==> src/rtl/sa_pkg.sv <==
// ---------------------------------------------------------------------------
// sa_pkg
// Shared definitions for the slave-side address-channel arbiters.
//   mst_id_w()        : width of a master index (at least 1 bit)
//   trans_slv_id_w()  : slave-side AXI ID width = master ID width + index width
//   slice_lo()        : LSB position of element idx in a packed vector
//   axi_len_t         : AxLEN type for the default length width
// ---------------------------------------------------------------------------
package sa_pkg;

    localparam int AXI_LEN_W = 3;

    typedef logic [AXI_LEN_W-1:0] axi_len_t;

    // A single master still needs a 1-bit index so the ID concatenation is legal.
    function automatic int mst_id_w(input int mst_amt);
        return (mst_amt > 1) ? $clog2(mst_amt) : 1;
    endfunction

    function automatic int trans_slv_id_w(input int trans_mst_id_w, input int mst_amt);
        return trans_mst_id_w + mst_id_w(mst_amt);
    endfunction

    function automatic int slice_lo(input int idx, input int width);
        return idx * width;
    endfunction

endpackage

==> src/rtl/sa_aw_channel_arbiter_if.sv <==
// ---------------------------------------------------------------------------
// sa_aw_channel_arbiter_if
// Bundles the dispatcher-side AW requests, the slave-side AW channel and the
// WDATA order-FIFO push port of one slave port.
//   modport master : the arbiter (consumes dsp_* requests, drives s_AW* / W_*)
//   modport slave  : the surrounding fabric (dispatchers, slave, order FIFO)
// ---------------------------------------------------------------------------
interface sa_aw_channel_arbiter_if
    import sa_pkg::*;
#(
    parameter int MST_AMT          = 3,
    parameter int TRANS_MST_ID_W   = 5,
    parameter int ADDR_WIDTH       = 32,
    parameter int TRANS_DATA_LEN_W = 3
);
    localparam int MST_ID_W       = mst_id_w(MST_AMT);
    localparam int TRANS_SLV_ID_W = trans_slv_id_w(TRANS_MST_ID_W, MST_AMT);

    // dispatcher side (packed, master 0 in the LSBs)
    logic [TRANS_MST_ID_W*MST_AMT-1:0]   dsp_AWID_i;
    logic [ADDR_WIDTH*MST_AMT-1:0]       dsp_AWADDR_i;
    logic [TRANS_DATA_LEN_W*MST_AMT-1:0] dsp_AWLEN_i;
    logic [MST_AMT-1:0]                  dsp_AWVALID_i;
    logic [MST_AMT-1:0]                  dsp_slv_sel_i;
    logic [MST_AMT-1:0]                  dsp_AWREADY_o;

    // slave side
    logic [TRANS_SLV_ID_W-1:0]           s_AWID_o;
    logic [ADDR_WIDTH-1:0]               s_AWADDR_o;
    logic [TRANS_DATA_LEN_W-1:0]         s_AWLEN_o;
    logic                                s_AWVALID_o;
    logic                                s_AWREADY_i;

    // WDATA order FIFO push
    logic                                W_stall_i;
    logic [MST_ID_W-1:0]                 W_mst_id_o;
    logic [TRANS_DATA_LEN_W-1:0]         W_AxLEN_o;
    logic                                W_fifo_order_wr_en_o;

    modport master (
        input  dsp_AWID_i, dsp_AWADDR_i, dsp_AWLEN_i, dsp_AWVALID_i, dsp_slv_sel_i,
        input  s_AWREADY_i, W_stall_i,
        output dsp_AWREADY_o,
        output s_AWID_o, s_AWADDR_o, s_AWLEN_o, s_AWVALID_o,
        output W_mst_id_o, W_AxLEN_o, W_fifo_order_wr_en_o
    );

    modport slave (
        output dsp_AWID_i, dsp_AWADDR_i, dsp_AWLEN_i, dsp_AWVALID_i, dsp_slv_sel_i,
        output s_AWREADY_i, W_stall_i,
        input  dsp_AWREADY_o,
        input  s_AWID_o, s_AWADDR_o, s_AWLEN_o, s_AWVALID_o,
        input  W_mst_id_o, W_AxLEN_o, W_fifo_order_wr_en_o
    );

endinterface

==> src/rtl/sa_rr_arbiter.sv <==
// ---------------------------------------------------------------------------
// sa_rr_arbiter
// Round-robin arbiter with an internal priority pointer. The search starts at
// rr_ptr and walks upward with wrap; after a grant the pointer moves to the
// index just past the winner, so the winner becomes lowest priority.
//   ACLK_i, ARESET_i : clock, asynchronous active-high reset
//   req[N]           : request vector
//   en               : grant enable (no grant and no pointer move when low)
//   gnt[N]           : one-hot grant (all zero when en is low)
//   gnt_idx          : encoded grant index (zero when en is low)
// ---------------------------------------------------------------------------
module sa_rr_arbiter
    import sa_pkg::*;
#(
    parameter int N     = 3,
    parameter int IDX_W = mst_id_w(N)
)(
    input  logic             ACLK_i,
    input  logic             ARESET_i,
    input  logic [N-1:0]     req,
    input  logic             en,
    output logic [N-1:0]     gnt,
    output logic [IDX_W-1:0] gnt_idx
);

    logic [IDX_W-1:0] rr_ptr_reg;
    logic [IDX_W-1:0] rr_ptr_next;
    logic [IDX_W-1:0] win_idx;
    logic [IDX_W-1:0] cand_idx;
    logic             found;
    int               pos;

    always_comb begin
        found       = 1'b0;
        win_idx     = '0;
        cand_idx    = '0;
        pos         = 0;
        gnt         = '0;
        gnt_idx     = '0;
        rr_ptr_next = rr_ptr_reg;

        // Rotated priority search: candidate k is (rr_ptr + k) mod N.
        for (int k = 0; k < N; k++) begin
            pos = int'(rr_ptr_reg) + k;
            if (pos >= N) begin
                pos = pos - N;
            end
            cand_idx = IDX_W'(pos);
            if (!found && req[cand_idx]) begin
                found   = 1'b1;
                win_idx = cand_idx;
            end
        end

        if (en && found) begin
            gnt[win_idx] = 1'b1;
            gnt_idx      = win_idx;
            rr_ptr_next  = (win_idx == IDX_W'(N-1)) ? '0 : win_idx + IDX_W'(1);
        end
    end

    always_ff @(posedge ACLK_i or posedge ARESET_i) begin
        if (ARESET_i) begin
            rr_ptr_reg <= '0;
        end else begin
            rr_ptr_reg <= rr_ptr_next;
        end
    end

endmodule

==> src/rtl/sa_aw_channel_arbiter.sv <==
// ---------------------------------------------------------------------------
// sa_aw_channel_arbiter
// Slave-side write-address stage: picks one of the dispatcher AW requests
// aimed at this slave (round-robin), registers it into a one-deep output
// slot towards the slave, and in the same grant cycle pushes
// {master index, AxLEN} into the WDATA order FIFO.
//   ACLK_i, ARESET_i : clock, asynchronous active-high reset
//   aw (master)      : dsp_* requests/AWREADY, s_AW* channel, W_* FIFO push
// ---------------------------------------------------------------------------
module sa_aw_channel_arbiter
    import sa_pkg::*;
#(
    parameter int MST_AMT          = 3,
    parameter int OUTSTANDING_AMT  = 8,
    parameter int MST_ID_W         = mst_id_w(MST_AMT),
    parameter int TRANS_MST_ID_W   = 5,
    parameter int TRANS_SLV_ID_W   = TRANS_MST_ID_W + MST_ID_W,
    parameter int ADDR_WIDTH       = 32,
    parameter int TRANS_DATA_LEN_W = 3
)(
    input  logic                    ACLK_i,
    input  logic                    ARESET_i,
    sa_aw_channel_arbiter_if.master aw
);

    // The order FIFO depth lives downstream; only sanity-check it here.
    generate
        if (OUTSTANDING_AMT < 1 || TRANS_SLV_ID_W != TRANS_MST_ID_W + MST_ID_W) begin : g_param_check
            $error("sa_aw_channel_arbiter: inconsistent parameters");
        end
    endgenerate

    logic [TRANS_MST_ID_W-1:0]   mst_awid   [MST_AMT];
    logic [ADDR_WIDTH-1:0]       mst_awaddr [MST_AMT];
    logic [TRANS_DATA_LEN_W-1:0] mst_awlen  [MST_AMT];
    logic [MST_AMT-1:0]          req;

    generate
        for (genvar gi = 0; gi < MST_AMT; gi++) begin : g_unpack
            assign mst_awid[gi]   = aw.dsp_AWID_i[slice_lo(gi, TRANS_MST_ID_W) +: TRANS_MST_ID_W];
            assign mst_awaddr[gi] = aw.dsp_AWADDR_i[slice_lo(gi, ADDR_WIDTH) +: ADDR_WIDTH];
            assign mst_awlen[gi]  = aw.dsp_AWLEN_i[slice_lo(gi, TRANS_DATA_LEN_W) +: TRANS_DATA_LEN_W];
            // A request for another slave must never win here.
            assign req[gi]        = aw.dsp_AWVALID_i[gi] & aw.dsp_slv_sel_i[gi];
        end
    endgenerate

    logic                        s_awvalid_reg;
    logic [TRANS_SLV_ID_W-1:0]   s_awid_reg;
    logic [ADDR_WIDTH-1:0]       s_awaddr_reg;
    logic [TRANS_DATA_LEN_W-1:0] s_awlen_reg;

    logic                        out_free;
    logic                        grant_en;
    logic [MST_AMT-1:0]          gnt;
    logic [MST_ID_W-1:0]         gnt_idx;

    // The slot can take a new entry if it is empty or being drained this
    // cycle. Reset gating keeps AWREADY and the FIFO push low while held.
    assign out_free = ~s_awvalid_reg | aw.s_AWREADY_i;
    assign grant_en = (|req) & out_free & ~aw.W_stall_i & ~ARESET_i;

    sa_rr_arbiter #(
        .N     (MST_AMT),
        .IDX_W (MST_ID_W)
    ) u_rr_arbiter (
        .ACLK_i   (ACLK_i),
        .ARESET_i (ARESET_i),
        .req      (req),
        .en       (grant_en),
        .gnt      (gnt),
        .gnt_idx  (gnt_idx)
    );

    // gnt is one-hot (or zero), so an OR-reduction is a plain mux.
    logic [TRANS_MST_ID_W-1:0]   sel_awid;
    logic [ADDR_WIDTH-1:0]       sel_awaddr;
    logic [TRANS_DATA_LEN_W-1:0] sel_awlen;

    always_comb begin
        sel_awid   = '0;
        sel_awaddr = '0;
        sel_awlen  = '0;
        for (int i = 0; i < MST_AMT; i++) begin
            if (gnt[i]) begin
                sel_awid   = sel_awid   | mst_awid[i];
                sel_awaddr = sel_awaddr | mst_awaddr[i];
                sel_awlen  = sel_awlen  | mst_awlen[i];
            end
        end
    end

    always_ff @(posedge ACLK_i or posedge ARESET_i) begin
        if (ARESET_i) begin
            s_awvalid_reg <= 1'b0;
            s_awid_reg    <= '0;
            s_awaddr_reg  <= '0;
            s_awlen_reg   <= '0;
        end else if (grant_en) begin
            s_awvalid_reg <= 1'b1;
            s_awid_reg    <= {gnt_idx, sel_awid};
            s_awaddr_reg  <= sel_awaddr;
            s_awlen_reg   <= sel_awlen;
        end else if (aw.s_AWREADY_i && s_awvalid_reg) begin
            // Payload is kept; only the valid flag drops.
            s_awvalid_reg <= 1'b0;
        end
    end

    assign aw.dsp_AWREADY_o        = gnt;
    assign aw.W_fifo_order_wr_en_o = grant_en;
    assign aw.W_mst_id_o           = gnt_idx;
    assign aw.W_AxLEN_o            = sel_awlen;

    assign aw.s_AWVALID_o = s_awvalid_reg;
    assign aw.s_AWID_o    = s_awid_reg;
    assign aw.s_AWADDR_o  = s_awaddr_reg;
    assign aw.s_AWLEN_o   = s_awlen_reg;

endmodule

==> src/flat_wrapper.sv <==
// flat-port wrapper written by rule: the top's interface ports become plain ports
module sa_aw_channel_arbiter_flat import sa_pkg::*;
#(
    parameter int MST_AMT          = 3,
    parameter int OUTSTANDING_AMT  = 8,
    parameter int MST_ID_W         = mst_id_w(MST_AMT),
    parameter int TRANS_MST_ID_W   = 5,
    parameter int TRANS_SLV_ID_W   = TRANS_MST_ID_W + MST_ID_W,
    parameter int ADDR_WIDTH       = 32,
    parameter int TRANS_DATA_LEN_W = 3
)
  (ACLK_i, ARESET_i, aw_dsp_AWID_i, aw_dsp_AWADDR_i, aw_dsp_AWLEN_i, aw_dsp_AWVALID_i, aw_dsp_slv_sel_i, aw_s_AWREADY_i, aw_W_stall_i, aw_dsp_AWREADY_o, aw_s_AWID_o, aw_s_AWADDR_o, aw_s_AWLEN_o, aw_s_AWVALID_o, aw_W_mst_id_o, aw_W_AxLEN_o, aw_W_fifo_order_wr_en_o);
  sa_aw_channel_arbiter_if #(.MST_AMT(MST_AMT), .TRANS_MST_ID_W(TRANS_MST_ID_W), .ADDR_WIDTH(ADDR_WIDTH), .TRANS_DATA_LEN_W(TRANS_DATA_LEN_W)) aw_i ();
  input  logic ACLK_i;
  input  logic ARESET_i;
  input wire logic [$bits(aw_i.dsp_AWID_i)-1:0] aw_dsp_AWID_i;
  input wire logic [$bits(aw_i.dsp_AWADDR_i)-1:0] aw_dsp_AWADDR_i;
  input wire logic [$bits(aw_i.dsp_AWLEN_i)-1:0] aw_dsp_AWLEN_i;
  input wire logic [$bits(aw_i.dsp_AWVALID_i)-1:0] aw_dsp_AWVALID_i;
  input wire logic [$bits(aw_i.dsp_slv_sel_i)-1:0] aw_dsp_slv_sel_i;
  input wire logic [$bits(aw_i.s_AWREADY_i)-1:0] aw_s_AWREADY_i;
  input wire logic [$bits(aw_i.W_stall_i)-1:0] aw_W_stall_i;
  output wire logic [$bits(aw_i.dsp_AWREADY_o)-1:0] aw_dsp_AWREADY_o;
  output wire logic [$bits(aw_i.s_AWID_o)-1:0] aw_s_AWID_o;
  output wire logic [$bits(aw_i.s_AWADDR_o)-1:0] aw_s_AWADDR_o;
  output wire logic [$bits(aw_i.s_AWLEN_o)-1:0] aw_s_AWLEN_o;
  output wire logic [$bits(aw_i.s_AWVALID_o)-1:0] aw_s_AWVALID_o;
  output wire logic [$bits(aw_i.W_mst_id_o)-1:0] aw_W_mst_id_o;
  output wire logic [$bits(aw_i.W_AxLEN_o)-1:0] aw_W_AxLEN_o;
  output wire logic [$bits(aw_i.W_fifo_order_wr_en_o)-1:0] aw_W_fifo_order_wr_en_o;
  assign aw_i.dsp_AWID_i = aw_dsp_AWID_i;
  assign aw_i.dsp_AWADDR_i = aw_dsp_AWADDR_i;
  assign aw_i.dsp_AWLEN_i = aw_dsp_AWLEN_i;
  assign aw_i.dsp_AWVALID_i = aw_dsp_AWVALID_i;
  assign aw_i.dsp_slv_sel_i = aw_dsp_slv_sel_i;
  assign aw_i.s_AWREADY_i = aw_s_AWREADY_i;
  assign aw_i.W_stall_i = aw_W_stall_i;
  assign aw_dsp_AWREADY_o = aw_i.dsp_AWREADY_o;
  assign aw_s_AWID_o = aw_i.s_AWID_o;
  assign aw_s_AWADDR_o = aw_i.s_AWADDR_o;
  assign aw_s_AWLEN_o = aw_i.s_AWLEN_o;
  assign aw_s_AWVALID_o = aw_i.s_AWVALID_o;
  assign aw_W_mst_id_o = aw_i.W_mst_id_o;
  assign aw_W_AxLEN_o = aw_i.W_AxLEN_o;
  assign aw_W_fifo_order_wr_en_o = aw_i.W_fifo_order_wr_en_o;
  sa_aw_channel_arbiter #(.MST_AMT(MST_AMT), .OUTSTANDING_AMT(OUTSTANDING_AMT), .MST_ID_W(MST_ID_W), .TRANS_MST_ID_W(TRANS_MST_ID_W), .TRANS_SLV_ID_W(TRANS_SLV_ID_W), .ADDR_WIDTH(ADDR_WIDTH), .TRANS_DATA_LEN_W(TRANS_DATA_LEN_W)) u_core (.ACLK_i(ACLK_i), .ARESET_i(ARESET_i), .aw(aw_i));
endmodule
==> config.mk <==
export PLATFORM = sky130hd
export DESIGN_NAME = sa_aw_channel_arbiter_flat
export DESIGN_NICKNAME = d
export VERILOG_FILES = /design/src/rtl/sa_pkg.sv /design/src/rtl/sa_aw_channel_arbiter_if.sv /design/src/rtl/sa_rr_arbiter.sv /design/src/rtl/sa_aw_channel_arbiter.sv /design/src/flat_wrapper.sv
export SDC_FILE = /design/constraint.sdc
export NUM_CORES = 1
export LEC_CHECK = 0
export ABC_CLOCK_PERIOD_IN_PS = 2600
export BUFFER_PORTS_ARGS = -buffer_cell sky130_fd_sc_hd__buf_2
export CELL_PAD_IN_SITES_DETAIL_PLACEMENT = 2
export CELL_PAD_IN_SITES_GLOBAL_PLACEMENT = 2
export CORE_UTILIZATION = 23
export DETAILED_ROUTE_END_ITERATION = 7
export GPL_ROUTABILITY_DRIVEN = 1
export GPL_TIMING_DRIVEN = 0
export PLACE_DENSITY = 0.92
export SLEW_MARGIN = 20
export SYNTH_ARGS = -nofsm -noshare
export SYNTH_HDL_FRONTEND = slang
export SYNTH_SLANG_ARGS = --single-unit
==> constraint.sdc <==
create_clock -name ACLK_i -period 2.6 [get_ports ACLK_i]
set_input_delay 0.39 -clock ACLK_i [delete_from_list [all_inputs] [get_ports ACLK_i]]
set_output_delay 0.39 -clock ACLK_i [all_outputs]
set_load 0.1 [all_outputs]
==> results.md <==
- The flow ran to the end, but the final reports show violations.
- The checks that failed: setup timing.
- The final number of hold-violating endpoints is 0.
- The portion of the post-synthesis area used by sequential elements is a little under two fifths.
- Dividing the detail-routed wire length by the instance count gives 21.3 um.
- The worst path arrival time is 2480 ps.
- The net count of the finished layout is 692.
- The post-route netlist has 51.8% of its cells at a drive strength greater than 1.
- Setup repair after global routing could not meet its margin everywhere.
- The setup path with the least slack is of type flop to primary output.
- The first global-routing pass estimated 23.4 mm of wire.
- The clock insertion delay at the later pin of the skew report is between 200 and 300 ps.
- The layout has approximately 1500 filler cells.
- The placed instances occupy a cell area of approximately 0.0042 sq mm.
- The endpoint of the worst-slack reg-to-reg timing path is u_core.aw.s_AWADDR_o[18].
- From bottom edge to top edge, the die measures between 100 and 150 um.
- The number of global-route vias before repair is 4316.
- The internal reg-to-reg setup slack is ~110 ps.
- The final worst slack is -274 ps.
- In this run, synthesis inferred 0 flip-flops with an integrated enable.
- The number of setup violations in the final report is 8.
- The die area is 0.0136 sq mm.
- Based on the critical path, the design can be clocked at up to between 300 and 400 MHz.
- By instance count, the cell type seen most on the critical path is buf_4.
- The final standard cell count with taps included and fillers excluded is 730.
- The area of the mapped netlist is 0.00302 sq mm.
- The number of register bits inferred by synthesis is 45.
- The synthesized netlist cell count is 347.
- The largest individual stage delay along the critical path comes from the cell dfrtp_2.
- Walking the worst path, the cells encountered are inv_2 > ha_4 > and2b_1 > o21ai_2 > buf_4 > nand4b_1 > buf_6 > o211ai_1 > buf_4 > a31oi_4 > buf_12.
- The post-synthesis async set-or-reset flop share is 100%.
- Global routing used a little under a quarter of the available tracks.
- The maximum level of the CTS H-tree is 2.
- The sum of buffers and inverters on the critical path is 5.
- Detailed routing inserted a total of 3782 vias.
- The number of distinct library cells after synthesis is 38.
- The fraction of synthesized cell area taken by the top area cell type is 37.3%.
- The clock tree skew after final layout is 4.82 ps.
- 182 I/O pins were placed.
- Grouping stages by cell kind, the critical path spends the most delay in buffers and inverters.
- In the global route stage, met3 resource usage came out at 4.05%.
- The highest-utilization routing layer at the global route stage is met2.
- The transition time at the pin with the least slew margin is 583 ps.
- Ranked by total cell area, the synthesized netlist is headed by dfrtp_1, a31oi_1, nand3_1.
- The required time at the worst-slack endpoint is 2210 ps.
- Along the worst path, the maximum fanout reaches 6.
- For the worst flop-to-flop path, the logic depth is 12.
- TritonCTS built the clock tree.
- During placement, the flow inserted port buffers numbering 181.
- Summed over all layers, the routed wires come to roughly 16 mm.
- From left edge to right edge, the die measures 117 um.
- The class of the worst hold path is input pin to async pin.
- After routing the design area is 0.00483 sq mm.
- The layout-stage area growth over the synthesis result is 59.6%.
- The count of pins over their slew limit is 0.
- Clock-pin slew was measured on the worst setup and hold paths at 70 ps.
- The number of maximum-capacitance constraint violations is 0.
- The synthesized design spends more area on one cell type than any other, namely dfrtp_1.
- The post-detailed-route DRC marker count is 0.
- The area of the multi-input gates is roughly 0.0018 sq mm.
- In the global route stage, met1 resource usage came out at 26.6%.
- Entering global routing, the biggest net connects 25 pins.
- The floorplan has 41 rows.
- In the global route stage, met2 resource usage came out at 42.2%.
- The final critical path time including I/O delays and setup is 2870 ps.
- The element type at the critical path start is a flop.
- In this run the critical register-to-register path is launched from u_core.u_rr_arbiter.rr_ptr_reg[0].
- The total area inside the core boundary comes to 0.0127 sq mm.
- The number of CTS-inserted buffers is 5.
- 0 antenna diodes ended up in the layout.
- Once the floorplan was initialized, standard cells occupied 23.8% of the core.
- Hold timing on the final database bottoms out at a slack of 169 ps.
- The number of flip-flops under the largest register name is 32.
- At the end of routability-driven placement, the weighted congestion stood at 0.743.
- The remaining global-route overflow is 0.
- The root buffer cell chosen for the clock tree is clkbuf_16.
- The via density per instance is 5.18.
- The net count of the mapped netlist is 480.
- The buffer depth of the longest clock path is 2.
- The sequential cell area is 0.00113 sq mm.
- The number of clock sinks seen by CTS is 45.
- In this run, the number of DRC markers left after iteration 0 of detailed routing was 139.
- For this run, the leading register cell type out of synthesis is dfrtp_1.
- Measured against its own limit, the worst slew margin works out to between 60% and 70%.
- Averaged over all synthesized cells, the footprint is a little under 9 sq um.
- The worst setup path is captured at a primary output.
- The count of warnings emitted by yosys is 0.
- The critical path runs through a total of 11 cells.
- The largest stage delay on the critical path is 450 ps.
- For this run, the detailed router's first-pass iteration total came to 4.
- The post-DP HPWL is 11.2 mm.
- The number of antenna violations at the first check in global routing is 0.
- Once detail routing completed, the nets flagged for antenna violations numbered 0.
- Including well taps, the total number of placed cells is 701.
- The share of the clock period used by the worst path is 111%.
-- repair_timing --
action	CTS	global route
setup endpoints to repair	9	9
cloned	0	0
hold buffers	0	0
buffers inserted	15	10
endpoints found under the hold margin	0	0
pin swaps	10	9
gates resized for setup	60	20
-- worst reg2reg max path: cells and delay by family, from the launching register on --
kind	cells	cell delay, ps
buffers and inverters	6	920
AO/OA/AOI/OAI	3	500
flip-flops	1	450
AND/OR/NAND/NOR	2	260
adder cells (fa/ha/maj)	1	230
-- Yosys cell counts (3+ instances only) --
cell type	instances
buf_2	10
nor2_1	42
o211ai_2	17
o211ai_1	23
a21oi_1	3
mux2i_1	4
a31oi_1	81
clkbuf_1	12
and3_1	3
buf_6	6
nand2_1	13
buf_4	10
nand3_1	46
ha_1	3
inv_1	4
dfrtp_1	45
-- kinds of logic (layout without fill, tap and decap cells) --
group / after synthesis / after routing / synth area share (%)
simple gates: 115 / 115 / 17.7
compound gates: 135 / 135 / 33.4
mux: 4 / 4 / 1.32
fa+ha+maj: 3 / 3 / 1.24
buf+inv: 45 / 256 / 9.11
flops: 45 / 45 / 37.3
-- layout make-up --
class	instances	share of cell area, %
clock buffer	5	2.59
tap	172	4.46
sequential	45	23.4
timing repair buffer	207	25.8
inverter	5	0.389
multi-input combinational	257	37.1
clock inverter	1	0.104
buffer	38	6.12
-- worst max-delay path by stage --
stage,start,to,slack [ps]
finish,u_core.u_rr_arbiter.rr_ptr_reg[0],aw_W_AxLEN_o[2],-270
global route,u_core.u_rr_arbiter.rr_ptr_reg[1],aw_W_AxLEN_o[2],-350
CTS,u_core.u_rr_arbiter.rr_ptr_reg[1],aw_W_AxLEN_o[2],-240
detailed placement,u_core.u_rr_arbiter.rr_ptr_reg[1],aw_W_AxLEN_o[2],-570
global placement,u_core.u_rr_arbiter.rr_ptr_reg[1],aw_W_AxLEN_o[2],-460
floorplan,u_core.u_rr_arbiter.rr_ptr_reg[1],aw_W_mst_id_o[0],-240
-- stage by stage --
stage | utilization [%] | setup TNS [ps] | worst slack, ps
floorplan | - | -1340 | -244
global placement | 33.1 | -2340 | -459
detailed placement | 33.3 | -3030 | -574
CTS | 36.7 | -1290 | -241
global route | 37.9 | -1950 | -353
finish | 37.9 | -1450 | -274
-- cell usage in the layout (no fill, tap or decap), types with 5 or more instances in the layout --
master | synthesis | layout
a31oi_1 | 81 | 76
buf_12 | 0 | 10
buf_2 | 10 | 178
buf_4 | 10 | 29
buf_6 | 6 | 12
clkbuf_1 | 12 | 11
clkbuf_16 | 0 | 5
dfrtp_1 | 45 | 44
nand2_1 | 13 | 11
nand3_1 | 46 | 45
nor2_1 | 42 | 38
o211ai_1 | 23 | 23
o211ai_2 | 17 | 17
-- layer usage --
layer	share of wire (%)	vias to the layer above
li1	-	1751
met1	41	1848
met4	1.9	0
met2	51	158
met5	0	-
met3	5.7	25
Power is left out: the tool's default activity adds up to more than one toggle a clock period on the data nets, which glitch-free logic cannot reach.
